$ cat config.mk
export PLATFORM = sky130hd
export DESIGN_NAME = aq_ifu_bht_wbuf
export DESIGN_NICKNAME = d
export VERILOG_FILES = /design/src/rtl/aq_ifu_bht_pkg.sv /design/src/rtl/aq_ifu_bht_wbuf_fifo.sv /design/src/rtl/aq_ifu_bht_wbuf.sv
export SDC_FILE = /design/constraint.sdc
export NUM_CORES = 1
export LEC_CHECK = 0
export BUFFER_PORTS_ARGS = -buffer_cell sky130_fd_sc_hd__buf_2
export CAP_MARGIN = 10
export CORE_ASPECT_RATIO = 0.9
export CORE_UTILIZATION = 40
export DETAILED_ROUTE_END_ITERATION = 12
export GPL_ROUTABILITY_DRIVEN = 0
export PLACE_DENSITY_LB_ADDON = 0.12
export REMOVE_ABC_BUFFERS = 1
export SYNTH_ARGS = -nofsm -noshare
export SYNTH_HDL_FRONTEND = slang
export SYNTH_HIERARCHICAL = 1
export SYNTH_SLANG_ARGS = --single-unit
$ cat constraint.sdc
create_clock -name forever_cpuclk -period 2.4 [get_ports forever_cpuclk]
set_input_delay 0.24 -clock forever_cpuclk [delete_from_list [all_inputs] [get_ports forever_cpuclk]]
set_output_delay 0.24 -clock forever_cpuclk [all_outputs]
set_load 0.1 [all_outputs]
$ cat src/rtl/aq_ifu_bht_pkg.sv
// Shared types and constants for the IFU BHT write buffer.
// Used by aq_ifu_bht_wbuf (optional AQ_IFU_BHT_WBUF_FWD_EN build) and its FIFO.
package aq_ifu_bht_pkg;

    localparam int BHT_IDX_W      = 10;
    localparam int BHT_DATA_W     = 16;
    localparam int BHT_WBUF_DEPTH = 4;
    localparam int BHT_PTR_W      = 2;
    localparam int BHT_SEL_W      = 3;
    localparam int BHT_CNT_W      = 2;

    typedef enum logic [1:0] {
        SNT = 2'd0,
        WNT = 2'd1,
        WT  = 2'd2,
        ST  = 2'd3
    } bht_cnt_e;

    typedef struct packed {
        logic [BHT_IDX_W-1:0] idx;
        logic [BHT_SEL_W-1:0] sel;
        logic [BHT_CNT_W-1:0] cnt;
    } bht_wbuf_entry_t;

    // Saturating 2-bit counter step toward the resolved direction.
    function automatic logic [BHT_CNT_W-1:0] bht_cnt_next(
        input logic [BHT_CNT_W-1:0] cnt,
        input logic                 taken
    );
        if (taken) begin
            return (cnt == 2'(ST)) ? 2'(ST) : cnt + 2'd1;
        end else begin
            return (cnt == 2'(SNT)) ? 2'(SNT) : cnt - 2'd1;
        end
    endfunction

endpackage

$ cat src/rtl/aq_ifu_bht_wbuf_fifo.sv
// In-order 4-entry update FIFO; pointers carry a wrap bit to tell full from empty.
// With AQ_IFU_BHT_WBUF_FWD_EN defined it also exposes entries, valids and head pointer.
module aq_ifu_bht_wbuf_fifo
    import aq_ifu_bht_pkg::*;
(
    input  logic                                   i_clk,
    input  logic                                   i_rst,
    input  logic                                   i_clr,
    input  logic                                   i_push,
    input  bht_wbuf_entry_t                        i_push_entry,
    input  logic                                   i_pop,
    output bht_wbuf_entry_t                        o_head,
    output logic                                   o_full,
    output logic                                   o_empty
`ifdef AQ_IFU_BHT_WBUF_FWD_EN
    ,
    output bht_wbuf_entry_t [BHT_WBUF_DEPTH-1:0]   o_entries,
    output logic [BHT_WBUF_DEPTH-1:0]              o_vld,
    output logic [BHT_PTR_W-1:0]                   o_rd_ptr
`endif
);

    logic [BHT_PTR_W:0] r_wr_ptr;
    logic [BHT_PTR_W:0] r_rd_ptr;
    logic [BHT_PTR_W:0] w_count;
    bht_wbuf_entry_t    r_mem [BHT_WBUF_DEPTH];

    assign w_count = r_wr_ptr - r_rd_ptr;
    assign o_full  = (w_count == (BHT_PTR_W+1)'(BHT_WBUF_DEPTH));
    assign o_empty = (w_count == '0);
    assign o_head  = r_mem[r_rd_ptr[BHT_PTR_W-1:0]];

    always_ff @(posedge i_clk) begin
        if (i_rst || i_clr) begin
            r_wr_ptr <= '0;
            r_rd_ptr <= '0;
        end else begin
            if (i_push) begin
                r_wr_ptr <= r_wr_ptr + 1'b1;
            end
            if (i_pop) begin
                r_rd_ptr <= r_rd_ptr + 1'b1;
            end
        end
    end

    // Payload storage needs no reset; validity lives in the pointers.
    always_ff @(posedge i_clk) begin
        if (i_push) begin
            r_mem[r_wr_ptr[BHT_PTR_W-1:0]] <= i_push_entry;
        end
    end

`ifdef AQ_IFU_BHT_WBUF_FWD_EN
    logic [BHT_WBUF_DEPTH-1:0] r_vld;

    always_ff @(posedge i_clk) begin
        if (i_rst || i_clr) begin
            r_vld <= '0;
        end else begin
            if (i_pop) begin
                r_vld[r_rd_ptr[BHT_PTR_W-1:0]] <= 1'b0;
            end
            if (i_push) begin
                r_vld[r_wr_ptr[BHT_PTR_W-1:0]] <= 1'b1;
            end
        end
    end

    always_comb begin
        for (int i = 0; i < BHT_WBUF_DEPTH; i++) begin
            o_entries[i] = r_mem[i];
        end
    end

    assign o_vld    = r_vld;
    assign o_rd_ptr = r_rd_ptr[BHT_PTR_W-1:0];
`endif

endmodule

$ cat src/rtl/aq_ifu_bht_wbuf.sv
// BHT write buffer: queues branch-resolve counter updates and arbitrates them against
// prediction reads. Define AQ_IFU_BHT_WBUF_FWD_EN to forward pending updates into read data.
module aq_ifu_bht_wbuf
    import aq_ifu_bht_pkg::*;
(
    input  logic                  forever_cpuclk,
    input  logic                  cpurst,
    input  logic                  cp0_ifu_bht_en,
    input  logic                  ifu_bht_rd_req,
    input  logic [BHT_IDX_W-1:0]  ifu_bht_rd_idx,
    output logic                  bht_ifu_rd_gnt,
    output logic                  bht_ifu_rd_vld,
    output logic [BHT_DATA_W-1:0] bht_ifu_rd_data,
    input  logic                  upd_vld,
    input  logic [BHT_IDX_W-1:0]  upd_idx,
    input  logic [BHT_SEL_W-1:0]  upd_sel,
    input  logic [BHT_CNT_W-1:0]  upd_cnt,
    input  logic                  upd_taken,
    output logic                  upd_rdy,
    output logic                  bht_cen,
    output logic                  bht_cen_gate,
    output logic [BHT_IDX_W-1:0]  bht_idx,
    output logic [BHT_DATA_W-1:0] bht_din,
    output logic [BHT_DATA_W-1:0] bht_wen,
    input  logic [BHT_DATA_W-1:0] bht_dout,
    output logic                  wbuf_empty
);

    logic                  w_en;
    logic                  w_full;
    logic                  w_empty;
    logic                  w_rd;
    logic                  w_wr;
    logic                  w_push;
    bht_wbuf_entry_t       w_head;
    bht_wbuf_entry_t       w_push_entry;
    logic [BHT_DATA_W-1:0] w_fwd_data;
    logic                  r_rd_vld;

    assign w_en = cp0_ifu_bht_en & ~cpurst;

    // Update handshake: an update transfers on a cycle where upd_vld and upd_rdy are both
    // high; upd_rdy depends only on registered fullness, never on upd_vld or a same-cycle pop.
    assign upd_rdy      = w_en & ~w_full;
    assign w_push       = upd_vld & upd_rdy;
    assign w_push_entry = '{idx: upd_idx, sel: upd_sel, cnt: bht_cnt_next(upd_cnt, upd_taken)};

    // Reads win unless the buffer is full, which forces a drain so updates cannot starve.
    assign w_rd = w_en & ifu_bht_rd_req & ~w_full;
    assign w_wr = w_en & ~w_rd & ~w_empty;

    assign bht_ifu_rd_gnt = w_rd;
    assign bht_cen        = w_rd | w_wr;
    assign bht_cen_gate   = (ifu_bht_rd_req | ~w_empty) & w_en;
    assign wbuf_empty     = w_empty;

    always_comb begin
        bht_idx = '0;
        bht_din = '0;
        bht_wen = '0;
        if (w_rd) begin
            bht_idx = ifu_bht_rd_idx;
        end else if (w_wr) begin
            bht_idx = w_head.idx;
            bht_din = {(BHT_DATA_W/BHT_CNT_W){w_head.cnt}};
            bht_wen = BHT_DATA_W'(2'b11) << {w_head.sel, 1'b0};
        end
    end

`ifdef AQ_IFU_BHT_WBUF_FWD_EN
    bht_wbuf_entry_t [BHT_WBUF_DEPTH-1:0] w_entries;
    logic [BHT_WBUF_DEPTH-1:0]            w_vld;
    logic [BHT_PTR_W-1:0]                 w_rd_ptr;
    logic [BHT_PTR_W-1:0]                 w_slot;
    logic [BHT_IDX_W-1:0]                 r_rd_idx;
`endif

    aq_ifu_bht_wbuf_fifo u_fifo (
        .i_clk        (forever_cpuclk),
        .i_rst        (cpurst),
        .i_clr        (~cp0_ifu_bht_en),
        .i_push       (w_push),
        .i_push_entry (w_push_entry),
        .i_pop        (w_wr),
        .o_head       (w_head),
        .o_full       (w_full),
        .o_empty      (w_empty)
`ifdef AQ_IFU_BHT_WBUF_FWD_EN
        ,
        .o_entries    (w_entries),
        .o_vld        (w_vld),
        .o_rd_ptr     (w_rd_ptr)
`endif
    );

    // The response is not gated by the enable: a granted read always completes.
    always_ff @(posedge forever_cpuclk) begin
        if (cpurst) begin
            r_rd_vld <= 1'b0;
        end else begin
            r_rd_vld <= w_rd;
        end
    end

`ifdef AQ_IFU_BHT_WBUF_FWD_EN
    always_ff @(posedge forever_cpuclk) begin
        if (cpurst) begin
            r_rd_idx <= '0;
        end else if (w_rd) begin
            r_rd_idx <= ifu_bht_rd_idx;
        end
    end

    // Walk oldest to youngest so the most recent matching update owns its slot.
    always_comb begin
        w_fwd_data = bht_dout;
        w_slot     = '0;
        for (int i = 0; i < BHT_WBUF_DEPTH; i++) begin
            w_slot = w_rd_ptr + BHT_PTR_W'(i);
            if (w_vld[w_slot] && (w_entries[w_slot].idx == r_rd_idx)) begin
                w_fwd_data[{w_entries[w_slot].sel, 1'b0} +: BHT_CNT_W] = w_entries[w_slot].cnt;
            end
        end
    end
`else
    assign w_fwd_data = bht_dout;
`endif

    assign bht_ifu_rd_vld  = r_rd_vld & ~cpurst;
    assign bht_ifu_rd_data = bht_ifu_rd_vld ? w_fwd_data : '0;

endmodule

======== Word-level counts from Yosys, hierarchy flattened ========
Memory sizes are Yosys's and may differ from the RTL's. A register that Yosys moved wholly into a read port is not among the register bits.
Cells that the tools add are included.
word-level totals
  bits in registers ....................... 7
  memory bits (writable) .................. 60
  input bits .............................. 47
  output and inout port bits .............. 64
  logic and storage cells ................. 45
  memories ................................ 1
cells by class
  add/sub/neg operators ................... 5
  eq/ne operators ......................... 2
  shift operators ......................... 1
  multiplexer cells ....................... 14
  bitwise gates (word level) .............. 16
  reductions and logical operators ........ 3
memory list
  name          depth  width  read ports  clocked after memory_dff  wr ports  RTL line                    text
  u_fifo.r_mem  4      15     1           1                         1         aq_ifu_bht_wbuf_fifo.sv:26  bht_wbuf_entry_t r_mem [BHT_WBUF_DEPTH];
operators with widths
  cell                    number
  $mux W16                5
  $mux W10                2
  $shl A2 B4 Y16 const A  1
  $mux W2                 5
  $and A1 B1 Y1           9
  $add A3 B1 Y3 const B   2
  $not A1 Y1              5
  $eq A3 B3 Y1 const B    1
  $logic_not A3 Y1        1
  $sub A3 B3 Y3           1
  $add A2 B1 Y2 const B   1
  $eq A2 B2 Y1 const B    1
  $logic_not A2 Y1        1
  $mux W1                 2
  $or A1 B1 Y1            2
  $sub A2 B1 Y2 const B   1
  $logic_or A1 B1 Y1      1

======== Longest topological paths before layout ========
Gate-level depths: netlist of the first run.
  word-level depth ........................ 9
  depth in mapped cells ................... 11
  mapped depth without buffers ............ 10

======== Hierarchy ========
The synthesis of the first run kept the hierarchy.
by module, submodules not included
  module                instances  cells each  area each (um^2)  seq. area each (um^2)
  aq_ifu_bht_wbuf_fifo  1          122         2611.3            1961.9
  aq_ifu_bht_wbuf       1          87          658.1             20.0

======== Worst setup path after synthesis of the first run ========
OpenSTA, ideal clock, no wires.
  path type ............................... register to output
  start point ............................. register u_fifo.r_wr_ptr[0]
  end point ............................... output bht_wen[11]
  data arrival time ....................... 5.552 ns
  data required time ...................... 2.160 ns
  slack ................................... -3.392 ns
  cell stages (with the launch flop) ...... 10
  path buffers ............................ 2
  cell sequence ........................... dfxtp_1 -> inv_1 -> ha_1 -> nor2b_1 -> xnor2_1 -> nor2_1 -> or3b_1 -> buf_4 -> nor4_1 -> buf_4
on the way
  elaborated cells on any way between the ends .. 11
  those cells by class .................... add/sub: 1; eq/ne: 1; mux: 2; bitwise: 6; reduce/logical: 1
RTL lines
  element                 RTL line                    text
  from (decl)             aq_ifu_bht_wbuf_fifo.sv:23  logic [BHT_PTR_W:0] r_wr_ptr;
  from (signal assigned)  aq_ifu_bht_wbuf_fifo.sv:39  r_wr_ptr <= r_wr_ptr + 1'b1;
  $sub A3 B3 Y3           aq_ifu_bht_wbuf_fifo.sv:28  assign w_count = r_wr_ptr - r_rd_ptr;
  $logic_not A3 Y1        aq_ifu_bht_wbuf_fifo.sv:30  assign o_empty = (w_count == '0);
  via wbuf_empty          aq_ifu_bht_wbuf.sv:26       output logic wbuf_empty
  $not A1 Y1              aq_ifu_bht_wbuf.sv:50       assign w_wr = w_en & ~w_rd & ~w_empty;
  $and A1 B1 Y1           aq_ifu_bht_wbuf.sv:50
  $mux W16                aq_ifu_bht_wbuf.sv:63       end else if (w_wr) begin
  $mux W16                aq_ifu_bht_wbuf.sv:61       if (w_rd) begin
  to (decl)               aq_ifu_bht_wbuf.sv:24       output logic [BHT_DATA_W-1:0] bht_wen,
The timed path passes the listed nets, and every way through them passes these cells.

======== Final worst setup path of the first run ========
  start point ............................. register u_fifo.r_wr_ptr[0]
  end point ............................... output bht_wen[8]
on the way
  cells in the longest elaborated chain, start to end .. 9
  elaborated cells on any way between the ends .. 11
  those cells by class .................... add/sub: 1; eq/ne: 1; mux: 2; bitwise: 6; reduce/logical: 1
RTL lines
  element                      RTL line                    text
  $sub A3 B3 Y3 *              aq_ifu_bht_wbuf_fifo.sv:28
  $eq A3 B3 Y1                 aq_ifu_bht_wbuf_fifo.sv:29  assign o_full = (w_count == (BHT_PTR_W+1)'(BHT_WBUF_DEPTH));
  $not A1 Y1                   aq_ifu_bht_wbuf.sv:49       assign w_rd = w_en & ifu_bht_rd_req & ~w_full;
  $and A1 B1 Y1                aq_ifu_bht_wbuf.sv:49
  $not A1 Y1                   aq_ifu_bht_wbuf.sv:50
  $and A1 B1 Y1 (2 in series)  aq_ifu_bht_wbuf.sv:50
  $mux W16                     aq_ifu_bht_wbuf.sv:63
  $mux W16 *                   aq_ifu_bht_wbuf.sv:61
Every way passes the cells marked *; elsewhere a longest branch is shown, timed or not.

==> results.ini, run 1 <==
[cts]
clk_pin_slew_ps=70
clock_tree.root_cell=clkbuf_8
cts_made_buffers=9
cts_hold_buf=0
cts_buffer_depth=2
cts.sinks=69
tritoncts=done
cts_max_level=3
clkLatencyLatePin_ps=330

[placed_design]
post_dp_cell_area_mm2=0.004648
dp.final_hpwl_um=5230
place_inst=407
port_buffers=110
dp_slack_ps=32.22

[logic_synthesis]
syn-cell-area_mm2=0.003269
synth-main-ff-cell=edfxtp_1
ys.warnings.count=6
synth_common_cells=edfxtp_1, buf_4, and2_1, nor2_1
syn_area_per_cell_um2=15.64
yosysSeqAreaShare=0.6062
synth_cell_types=34
ys_top_cells_by_area=edfxtp_1, mux4_2, dfxtp_1
synth_top_cell_area_share=0.5511
synth.ff_latch_count=69
synth_top_area_cell=edfxtp_1
synth_edf_count=60
async_reset_ff_frac=0
yosysMostFrequentCell=edfxtp_1
syn-instance-count=209

[detailed_routing]
wirelength_um=7779
drtIter0Drc=94
ant_nets=0
viasPerCell=5.083
drc=0
firstDrtPassIters=4
num_vias=2216
drt-wirelength-per-cell_um=17.84

[sta]
max_freq_ghz=0.3891
fin_ws_ps=-169.7
fin_crit_ps=2570
rsz0062_at_grt=yes
final.period_utilization=1.071
finalHoldViolCount=0
drv_slew=0
clock_skew_ps=3.863
setup_viol=38
tightest_slew_ps=538.9
relSlewSlack=0.6391

[pwr]
power.leakage_uw=0.002017
peakVddDrop_uv=556.9
power_uw=2504
cellPowerDensity_mw_per_mm2=488.9

[die]
die_w_um=97.30
start_util=0.4228
die_area_mm2=0.008539
chipHeight_um=87.77
fp.coreArea_mm2=0.007732
rows=30
io_pins=111

[critical_path]
crit_path_end_kind=primary output
r2r_setup_slack_ps=150
cp.required_ps=2160
critical_path_class=register to primary output
crit_arrival_ps=2330
critPathLaunchType=register
crit_fanout=7

[grt]
antenna_found_initial=0
overflow=0
first_global_vias=2114
grt_first_pass_wirelength_um=11340
grt_max_degree=18
grtUsageTotal=0.1802

[final_layout]
n_antenna_cell=0
design_area_mm2=0.005122
fill_cells=535
fin_util=0.6625
final_cells=436
nNetsFinal=389
layout-drive-gt1-share=0.6206
syn_to_final_growth_pct=56.68

[min_path]
hold_class=input pin to register

[run]
maxCapViolCount=0

[run_status]
violations=negative setup slack
outcome=finished with violations

## state kept, by name, summed over array words and instances (netlist names), named ones only
signal	cells
r_rd_vld	1
u_fifo/r_mem	60
u_fifo/r_wr_ptr	3
u_fifo/r_rd_ptr	3
## logic make-up after synthesis
family / Yosys count / synth area share
compound gates: 11 / 0.03291
xor+xnor: 6 / 0.01607
fa+ha+maj: 9 / 0.03291
buf+inv: 38 / 0.07884
flops: 69 / 0.6062
mux: 17 / 0.1152
simple gates: 59 / 0.1179
## stage by stage
stage | TNS (ps) | hold WS [ps]
after floorplan | -303730 | 315.7
after global placement | 0 | 457.0
after detailed placement | 0 | 462.2
after CTS | -3945 | 109.0
after global routing | -7718 | 110.7
final | -3142 | 127.5
## worst max-delay path: stages, from the launching register on
cell and delay [ps]:
dfxtp_2 330, inv_2 50, ha_4 140, nor2b_4 120, xnor2_2 170, nor2_2 70, or3b_4 470, buf_6 150
nor4_2 140, buf_4 180, buf_12 170
## routing by layer
| metal | GRT usage | wire length [um] | share of wire | vias up |
|---|---|---|---|---|
| li1 | - | - | - | 1024 |
| met1 | 0.2137 | 3146 | 0.40 | 1086 |
| met2 | 0.3227 | 4048 | 0.52 | 101 |
| met3 | 0.03990 | 505 | 0.065 | 5 |
| met4 | 0.07620 | 78 | 0.010 | 0 |
| met5 | 0 | 0 | 0 | - |
## where the power goes
group	switching (uW)	leakage (uW)	internal [uW]
clock network	422	0.0000903	472
registers	2.32	0.000617	1310
logic	188	0.00131	107
## final cells by class
cell class	instances	area, um^2	share of cell area
clock buffers	9	123.9	0.02418
clock inverters	7	66.31	0.01295
inverters	6	22.52	0.004397
multi-input cells	103	1180	0.2303
flip-flops and latches	69	1987	0.3879
well taps	96	120.1	0.02345
repair buffers	146	1623	0.3168
## path summary, 6_finish.rpt
kind	from	end	depth (start not counted)
max reg2reg	u_fifo/r_wr_ptr[0]	u_fifo/r_mem[0][11]	10
min	upd_idx[3]	u_fifo/r_mem[2][8]	1
min reg2reg	u_fifo/r_rd_ptr[2]	u_fifo/r_rd_ptr[2]	2
max	u_fifo/r_wr_ptr[0]	bht_wen[8]	10
## timing repair
action,CTS,global route
hold endpoints to repair,0,0
gates resized for setup,42,11
setup endpoints to repair,43,44
buffers inserted,9,3
cloned,0,1
pin swaps,22,9
## layout by cell type (no fill, tap or decap), types with 2 or more instances in the layout
cell type	n
a32o_2	10
and2_1	21
and3_4	2
and4_4	2
buf_12	51
buf_2	64
buf_4	23
buf_6	6
clkbuf_8	10
clkinv_1	2
clkinvlp_4	2
dfxtp_1	5
dfxtp_2	4
edfxtp_1	60
ha_1	5
ha_4	2
inv_1	5
maj3_1	2
mux2i_1	2
mux4_1	3
mux4_2	12
nand2_1	3
nand2b_4	2
nor2_1	10
nor2b_4	2
nor4b_4	2
xnor2_1	4
(Power assumes the default switching activity.)
==> run 2, diff against run 1 <==
--- a/config.mk
+++ b/config.mk
@@ -6,13 +6,11 @@
 export NUM_CORES = 1
 export LEC_CHECK = 0
 export BUFFER_PORTS_ARGS = -buffer_cell sky130_fd_sc_hd__buf_2
-export CAP_MARGIN = 10
 export CORE_ASPECT_RATIO = 0.9
 export CORE_UTILIZATION = 40
 export DETAILED_ROUTE_END_ITERATION = 12
 export GPL_ROUTABILITY_DRIVEN = 0
 export PLACE_DENSITY_LB_ADDON = 0.12
-export REMOVE_ABC_BUFFERS = 1
 export SYNTH_ARGS = -nofsm -noshare
 export SYNTH_HDL_FRONTEND = slang
 export SYNTH_HIERARCHICAL = 1
==> run 2 against run 1 <==
The run still ends with negative setup slack left. Register-to-register slack gained 100 ps. Critical endpoint is now bht_wen[9]. Sequential share of layout area is essentially flat. Highest routed layer unchanged. Maximum frequency shrank 2.1%. Non-clock buffer count shrank 8. Largest power group unchanged. Clock-buffer cell count is the same. Clock power grew 12%. Clock skew grew 4.3 ps. Worst hold slack lost 14 ps. Sequential cell count is the same.
==> results.ini, run 2 (same netlist as run 1, synthesis figures left out) <==
[run_status]
outcome=finished with violations  ; unchanged
violations=negative setup slack  ; unchanged

[sta]
finalHoldViolCount=0  ; unchanged
clock_skew_ps=8.162  ; was 3.863 ps
relSlewSlack=0.5236  ; was 0.6391
setup_tns_ps=-8025  ; was -3142 ps
drv_slew=0  ; unchanged
fin_crit_ps=2624  ; was 2570 ps
rsz0062_at_grt=yes  ; unchanged
max_freq_ghz=0.3810  ; was 0.3891 GHz
setup_viol=44  ; was 38
holdWs_ps=113.1  ; was 127.5 ps
fin_ws_ps=-224.4  ; was -169.7 ps
final.period_utilization=1.093  ; was 1.071
tightest_slew_ps=713.2  ; was 538.9 ps

[final_layout]
fill_cells=549  ; was 535
layout_commonest_cell=buf_2  ; unchanged
final_cell_mix=buf_2, edfxtp_1, buf_12  ; unchanged
layout-drive-gt1-share=0.6254  ; was 0.6206
syn_to_final_growth_pct=56.72  ; was 56.68%
final_cells=427  ; was 436
largest_reg_flops=60  ; unchanged
nNetsFinal=380  ; was 389
fin_util=0.6626  ; was 0.6625
n_antenna_cell=0  ; unchanged

[die]
die_w_um=97.30  ; unchanged
io_pins=111  ; unchanged
start_util=0.4228  ; unchanged
rows=30  ; unchanged
chipHeight_um=87.77  ; unchanged
fp.coreArea_mm2=0.007732  ; unchanged
die_area_mm2=0.008539  ; unchanged

[detailed_routing]
drtIter0Drc=62  ; was 94
drc=0  ; unchanged
firstDrtPassIters=4  ; unchanged
ant_nets=0  ; unchanged
drt-wirelength-per-cell_um=16.46  ; was 17.84 um
num_vias=2128  ; was 2,216
viasPerCell=4.984  ; was 5.083
wirelength_um=7030  ; was 7779 um

[critical_path]
cp_cell_sequence=inv_2 > ha_4 > nor2b_4 > xnor2_2 > buf_4 > nor2_4 > or3b_1 > buf_6 > nor4_4 > buf_4 > buf_12  ; was inv_2 > ha_4 > nor2b_4 > xnor2_2 > nor2_2 > or3b_4 > buf_6 > nor4_2 > buf_4 > buf_12
cp.required_ps=2160  ; about the same
crit_arrival_ps=2380  ; was 2330 ps
crit_path_end_kind=primary output  ; unchanged
critical_path_class=register to primary output  ; unchanged
cp_slowest_stage_delay_ps=350  ; was 470 ps
critPathBufInv=5  ; was 4
cp_top_family=buffers and inverters  ; was simple AND/OR/NAND/NOR gates
critPathLaunchType=register  ; unchanged
cp_slowest_cell=or3b_1  ; was or3b_4
crit_fanout=8  ; was 7
cpMostUsedCell=buf_4

[cts]
cts.sinks=69  ; unchanged
clock_tree.root_cell=clkbuf_8  ; unchanged
cts_made_buffers=9  ; unchanged
cts_hold_buf=0  ; unchanged
clk_pin_slew_ps=70  ; about the same
cts_max_level=3  ; unchanged
cts_buffer_depth=2  ; unchanged
tritoncts=done  ; unchanged
clkLatencyLatePin_ps=340  ; was 330 ps

[pwr]
peakVddDrop_uv=639.6  ; was 556.9 uV
comb_power_share=0.113  ; was 0.118
clkPwrFrac=0.383  ; was 0.357
cellPowerDensity_mw_per_mm2=509.0  ; was 488.9 mW/mm^2
p_sw_uw=610.7  ; was 612.0 uW
p_sw_frac=0.2342  ; was 0.2444
p_int_uw=1997  ; was 1892 uW
seq_power_share=0.504  ; was 0.525
power.leakage_uw=0.001975  ; was 0.002017 uW

[placed_design]
port_buffers=110  ; unchanged
dp_slack_ps=-132.4  ; was 32.22 ps
dp.final_hpwl_um=5174  ; was 5230 um
place_inst=405  ; was 407

[grt]
grtUsageTotal=0.1736  ; was 0.1802
overflow=0  ; unchanged
first_global_vias=2102  ; was 2,114
grt_max_degree=18  ; unchanged
grt_first_pass_wirelength_um=11010  ; was 11,340 um
antenna_found_initial=0  ; unchanged

[run]
maxCapViolCount=0  ; unchanged

[min_path]
hold_class=input pin to register  ; unchanged

[logic_synthesis]
synthesis.nets=263

run 2: worst register-to-register path: cells and delay by family, from the launching register on:
family	cells	cell delay (ps)
simple gates	6	910
buf+inv	3	360
flops	1	340
xor+xnor	2	270
fa+ha+maj	1	140
run 2: area by class of cell:
| class | count | area (um^2) | share of cell area |
|---|---|---|---|
| repair buffers | 138 | 1474 | 0.2877 |
| well taps | 96 | 120.1 | 0.02344 |
| flip-flops and latches | 69 | 1989 | 0.3883 |
| inverters | 6 | 22.52 | 0.004396 |
| multi-input cells | 102 | 1305 | 0.2547 |
| clock buffers | 9 | 123.9 | 0.02418 |
| clock inverters | 7 | 88.84 | 0.01734 |
run 2: metal layers:
layer,global-route usage,up-vias,part of all wire
li1,-,1005,-
met2,0.2875,81,0.50
met5,0,-,0
met4,0.04947,0,0.0091
met1,0.2254,1035,0.44
met3,0.05188,7,0.054
run 2: stage by stage:
stage / area [um^2] / power, uW
final: 5124 / 2608
after global routing: 5124 / 2713
after CTS: 5087 / 2633
after detailed placement: 4786 / 1630
after global placement: 4786 / 1625
after floorplan: 3745 / 1522
run 2: path summary, 6_finish.rpt:
path	cells after the start	to	slack [ps]	startpoint
setup / recovery	11	bht_wen[9]	-220	u_fifo/r_wr_ptr[0]
hold reg to reg	2	u_fifo/r_wr_ptr[2]	550	u_fifo/r_wr_ptr[2]
hold / removal	1	u_fifo/r_mem[3][2]	110	upd_sel[0]
setup reg to reg	12	u_fifo/r_rd_ptr[2]	250	u_fifo/r_wr_ptr[0]
run 2: power by group through the flow:
stage	combinational, uW	sequential [uW]	clock, uW
floorplan	180	1340	0
global placement	284	1340	0
detailed placement	288	1340	0
CTS	292	1320	1030
global route	310	1310	1090
finish	294	1310	999
run 2: what timing repair did:
item / CTS / global route
buffers inserted: 5 / 0
setup endpoints to repair: 48 / 45
cloned: 0 / 1
gates resized for setup: 15 / 4
pin swaps: 12 / 10
